==> src/rtl/flash_word_reader_pkg.sv <==
// Shared definitions for the boot loader copy engine: reader/writer state
// encodings and default timing constants.
package flash_word_reader_pkg;

  localparam logic [1:0] ST_INIT  = 2'd0;
  localparam logic [1:0] ST_IDLE  = 2'd1;
  localparam logic [1:0] ST_RD_LO = 2'd2;
  localparam logic [1:0] ST_RD_HI = 2'd3;

  typedef enum logic [1:0] {
    INIT  = ST_INIT,
    IDLE  = ST_IDLE,
    RD_LO = ST_RD_LO,
    RD_HI = ST_RD_HI
  } stateT;

  localparam int DEF_FLASH_AW     = 23;
  localparam int DEF_WAIT_CYCLES  = 8;
  localparam int DEF_PWRUP_CYCLES = 1000;

  // Down-counter reload value for a phase lasting 'cycles' clocks
  function automatic logic [15:0] cycleLoad(input int cycles);
    return 16'(cycles - 1);
  endfunction

endpackage

==> src/rtl/flash_word_reader.sv <==
// Word-read front end for a 16-bit async NOR flash: two wait-stated half-word
// reads per 32-bit word (little-endian), gated by a power-up delay.
module flash_word_reader
  import flash_word_reader_pkg::*;
#(
  parameter int FLASH_AW     = DEF_FLASH_AW,
  parameter int WAIT_CYCLES  = DEF_WAIT_CYCLES,
  parameter int PWRUP_CYCLES = DEF_PWRUP_CYCLES
) (
  input  logic                clk,
  input  logic                rst_n,
  input  logic                flashCs,
  input  logic [24:0]         flashAddr,
  output logic                flashReady,
  output logic [31:0]         flashData,
  output logic [FLASH_AW-1:0] flash_a,
  input  logic [15:0]         flash_d,
  output logic                flash_ce_n,
  output logic                flash_oe_n,
  output logic                flash_we_n,
  output logic                flash_rst_n
);

  localparam logic [15:0] WAIT_LOAD  = cycleLoad(WAIT_CYCLES);
  localparam logic [15:0] PWRUP_LOAD = cycleLoad(PWRUP_CYCLES);

  stateT                state, stateNext;
  logic [15:0]          count, countNext;
  logic                 csQ;
  logic                 busN, busNNext;
  logic                 readyNext;
  logic                 devRstNNext;
  logic [31:0]          dataNext;
  logic [FLASH_AW-1:0]  aNext;
  logic [15:0]          loHalf, loHalfNext;
  logic                 unusedAddrHi;

  // Word index bits beyond the device size are deliberately dropped
  assign unusedAddrHi = &{1'b0, flashAddr[24:FLASH_AW-1]};

  // ce_n and oe_n always move together; the device is never written
  assign flash_ce_n = busN;
  assign flash_oe_n = busN;
  assign flash_we_n = 1'b1;

  // Next-state, shared counter and output-register logic
  always_comb begin
    stateNext   = state;
    countNext   = count;
    busNNext    = busN;
    readyNext   = flashReady;
    devRstNNext = flash_rst_n;
    dataNext    = flashData;
    aNext       = flash_a;
    loHalfNext  = loHalf;
    case (state)
      INIT: begin
        if (count == 16'd0) begin
          devRstNNext = 1'b1;
          readyNext   = 1'b1;
          stateNext   = IDLE;
        end else begin
          countNext = count - 16'd1;
        end
      end
      IDLE: begin
        busNNext = 1'b1;
        // Only a fresh rising edge of flashCs starts a read
        if (flashCs && !csQ) begin
          readyNext = 1'b0;
          aNext     = {flashAddr[FLASH_AW-2:0], 1'b0};
          busNNext  = 1'b0;
          countNext = WAIT_LOAD;
          stateNext = RD_LO;
        end else begin
          stateNext = IDLE;
        end
      end
      RD_LO: begin
        if (count == 16'd0) begin
          loHalfNext = flash_d;
          aNext[0]   = 1'b1;
          countNext  = WAIT_LOAD;
          stateNext  = RD_HI;
        end else begin
          countNext = count - 16'd1;
        end
      end
      RD_HI: begin
        if (count == 16'd0) begin
          dataNext  = {flash_d, loHalf};
          readyNext = 1'b1;
          busNNext  = 1'b1;
          stateNext = IDLE;
        end else begin
          countNext = count - 16'd1;
        end
      end
      default: begin
        busNNext  = 1'b1;
        stateNext = IDLE;
      end
    endcase
  end

  // State, counter and all registered outputs
  always_ff @(posedge clk or negedge rst_n) begin
    if (!rst_n) begin
      state       <= INIT;
      count       <= PWRUP_LOAD;
      csQ         <= 1'b0;
      busN        <= 1'b1;
      flashReady  <= 1'b0;
      flash_rst_n <= 1'b0;
      flashData   <= 32'd0;
      flash_a     <= '0;
      loHalf      <= 16'd0;
    end else begin
      state       <= stateNext;
      count       <= countNext;
      csQ         <= flashCs;
      busN        <= busNNext;
      flashReady  <= readyNext;
      flash_rst_n <= devRstNNext;
      flashData   <= dataNext;
      flash_a     <= aNext;
      loHalf      <= loHalfNext;
    end
  end

endmodule

==> config.mk <==
export PLATFORM = sky130hd
export DESIGN_NAME = flash_word_reader
export DESIGN_NICKNAME = d
export VERILOG_FILES = /design/src/rtl/flash_word_reader_pkg.sv /design/src/rtl/flash_word_reader.sv
export SDC_FILE = /design/constraint.sdc
export NUM_CORES = 1
export LEC_CHECK = 0
export CAP_MARGIN = 20
export CORE_ASPECT_RATIO = 0.9
export CORE_UTILIZATION = 52
export CTS_CLUSTER_DIAMETER = 200
export CTS_CLUSTER_SIZE = 8
export DETAILED_ROUTE_END_ITERATION = 6
export PLACE_DENSITY = 0.88
export SYNTH_ARGS = -nofsm -noshare
export SYNTH_HDL_FRONTEND = slang
export SYNTH_SLANG_ARGS = --single-unit
==> constraint.sdc <==
create_clock -name clk -period 3.37 [get_ports clk]
set_input_delay 0.337 -clock clk [delete_from_list [all_inputs] [get_ports clk]]
set_output_delay 0.337 -clock clk [all_outputs]
set_load 0.02 [all_outputs]
==> impl_metrics.ini <==
[finish]
drive_gt1_share_pct = 13.8
nNetsFinal = 488
final_common_cell = clkdlybuf4s50_1
final_cell_mix = clkdlybuf4s50_1 (98), dfrtp_1 (84), nand2_1 (58), mux2_1 (30), mux2_2 (24)
multiInputGateArea_um2 = 1530
area_growth_pct = 33.0
diodes = 0
fill_cells = 480
utilization_pct = 73.1
regArea_um2 = 2340

[synth]
ys_seq_area_share_pct = 59.0
syn-cell-area_um2 = 3970
yosysWarnings = 0
synth_top_area_share_pct = 53.0
synth_top_cell_by_area = dfrtp_1
async_reset_ff_share_pct = 100
synthTopCellsByArea = dfrtp_1 (53%), mux2_1 (8.5%), mux2_2 (6.8%), dfstp_2 (6.0%), nand2_1 (5.5%)
synth_cell_types = 43
synthesis.nets = 386
syn_inst = 336
ys_ff_latch = 93
synth_edf_count = 0
ys.flop_type = dfrtp_1
avgSynthCellArea_um2 = 11.8

[die]
fp.dieArea_um2 = 7980
rows = 29
io_pins = 104
die_w_um = 94.1
fp.dieH_um = 84.9
coreArea_um2 = 7220
initial_utilization_pct = 54.9

[global_route]
grt_pass1_wl_um = 14200
grt_max_degree = 62
antenna_found_initial = 0
grt_pass1_vias = 2937
track_usage_pct = 23.3
grt_overflow = 0

[sta]
worstMarginPinSlew_ps = 739
finClkSkew_ps = 6.78
final.min_clock_period_ps = 2530
setup_tns_ps = 0
rsz0062_at_grt = false
finalWorstSetupSlack_ps = 842
fmax_ghz = 0.396
setup_viol = 0
worst_slew_margin_rel_pct = 50.8
finalHoldViolations = 0
drv_slew = 0
fin_crit_sh_pct = 75.0

[clock_network]
cts_max_path_buffers = 2
clk_latency_ps = 350
tritoncts = yes
cts_buffers = 9
cts.sinks = 93
cts-root-buf = clkbuf_8
cts-htree-levels = 3
clk_pin_slew_ps = 90
ctsResizeCount = 0
holdBufCountCts = 0
post-cts-setup-buffers = 0

[placed_design]
portBuffers = 99
gp_congestion = 0.876
dpl.hpwl_um = 6090
pre_cts_ws_ps = 885

[drt]
dr.first_iter.drc_count = 158
wl_per_cell_um = 15.7
firstDrtPassIters = 4
vias = 2929
routed_via_density = 5.46
final_antenna_net_count = 0
drc = 0
wl_um = 8420

[critical_path]
critical_path_class = flop to flop
crit_fanout = 15
cp_num_buf_inv = 1
path_cells = inv_1 -> ha_1 -> or4b_1 -> or3_1 -> o21ai_2 -> a21oi_1 -> a21oi_1
cpMostUsedCell = a21oi_1
required_ps = 3650
max_stage_delay_ps = 520
cp-start-kind = flop
cp-end-kind = flop
critPathTopFamily = simple AND/OR/NAND/NOR gates
crit_path_top_delay_cell = o21ai_2
arrival_ps = 2810

[pwr]
p_sw_share_pct = 36.4
leakagePower_nw = 2.33
switchingPower_mw = 1.67
intPower_mw = 2.92
power.total_mw = 4.60
ir_drop_mv = 0.618
pwr-share-clk_pct = 17.8
comb_power_share_pct = 44.0
p_per_area_nw_per_um2 = 871
power_frac_seq_pct = 38.2

[min_path]
min-delay-path-class = input port to async pin

[job]
max_cap_violations = 0

[status]
status = finished, final reports clean
sequential cells by signal, summed over array words and instances, names as in the netlist:
| register | cells |
|---|---|
| state | 2 |
| flashReady | 1 |
| flash_ce_n | 1 |
| csQ | 1 |
| flash_rst_n | 1 |
| flash_a | 23 |
| count | 16 |
| loHalf | 16 |
| flashData | 32 |
metrics by stage:
| step | hold WS [ps] | area [um^2] | instances |
|---|---|---|---|
| 6_report | 32.1 | 5280 | 536 |
| 5_1_grt | 94.4 | 5280 | 536 |
| 4_1_cts | 62.5 | 5280 | 536 |
| 3_5_place_dp | 447 | 5050 | 520 |
| 3_3_place_gp | 442 | 5050 | 520 |
| 2_1_floorplan | 41.4 | 3970 | 336 |
worst paths after layout:
check                                            start                        to  slack, ps  depth (start not counted)
worst max-delay path              count[0]$_DFFE_PN1P_      count[8]$_DFFE_PN1P_        840                          7
worst min-delay path                             rst_n   flash_a[17]$_DFFE_PN0P_         30                          1
worst max register to register    count[0]$_DFFE_PN1P_      count[8]$_DFFE_PN1P_        840                          7
worst min register to register  loHalf[14]$_DFFE_PN0P_    loHalf[14]$_DFFE_PN0P_        470                          2
max in group asynchronous                        rst_n  flashData[0]$_DFFE_PN0P_       2610                          2
min in group clk                loHalf[14]$_DFFE_PN0P_    loHalf[14]$_DFFE_PN0P_        470                          2
synthesized netlist by cell type (3+ instances only):
cell and n:
nand2b_1 3, inv_1 7, or4_1 4, mux2_2 24
dfstp_2 9, a21oi_1 14, or3_1 4, nand3_1 8
nor3_1 8, a21o_1 5, nor2_1 20, buf_2 6
dfrtp_1 84, ha_1 6, o21ai_0 3, a22o_1 4
clkbuf_1 7, nand2_1 58, nor4_1 3, mux2_1 30
metal layers:
metal	part of all wire, %	vias to the layer above	wire length (um)	GRT usage (%)
met4	1.8	0	155	7.97
li1	-	1376	-	-
met3	6.0	13	506	6.00
met2	51	96	4270	37.6
met5	0	-	0	0
met1	41	1444	3490	30.7
power groups by stage:
stage               clock, mW  combinational, mW  sequential (mW)
finish                  0.820               2.02             1.75
global route            0.878               2.17             1.80
CTS                     0.833               2.04             1.76
detailed placement          0               2.02             1.77
global placement            0               1.97             1.74
floorplan                   0              0.760             2.11
cell type report:
type | instances | area share, %
clock buffers | 10 | 2.42
clock inverters | 6 | 1.83
inverters | 7 | 0.498
multi-input cells | 221 | 29.0
flip-flops and latches | 93 | 44.3
well taps | 93 | 2.21
repair buffers | 106 | 19.7
cell families (layout without fill, tap and decap cells):
| kind of cell | count (synthesis) | after routing | synth area share, % |
|---|---|---|---|
| fa+ha+maj | 6 | 6 | 1.89 |
| buf+inv | 22 | 129 | 2.46 |
| compound gates | 37 | 37 | 6.25 |
| other cells | 1 | 1 | 0.0945 |
| flops | 93 | 93 | 59.0 |
| xor+xnor | 2 | 2 | 0.442 |
| mux | 55 | 55 | 15.6 |
| simple gates | 120 | 120 | 14.3 |
(Power assumes the default switching activity.)
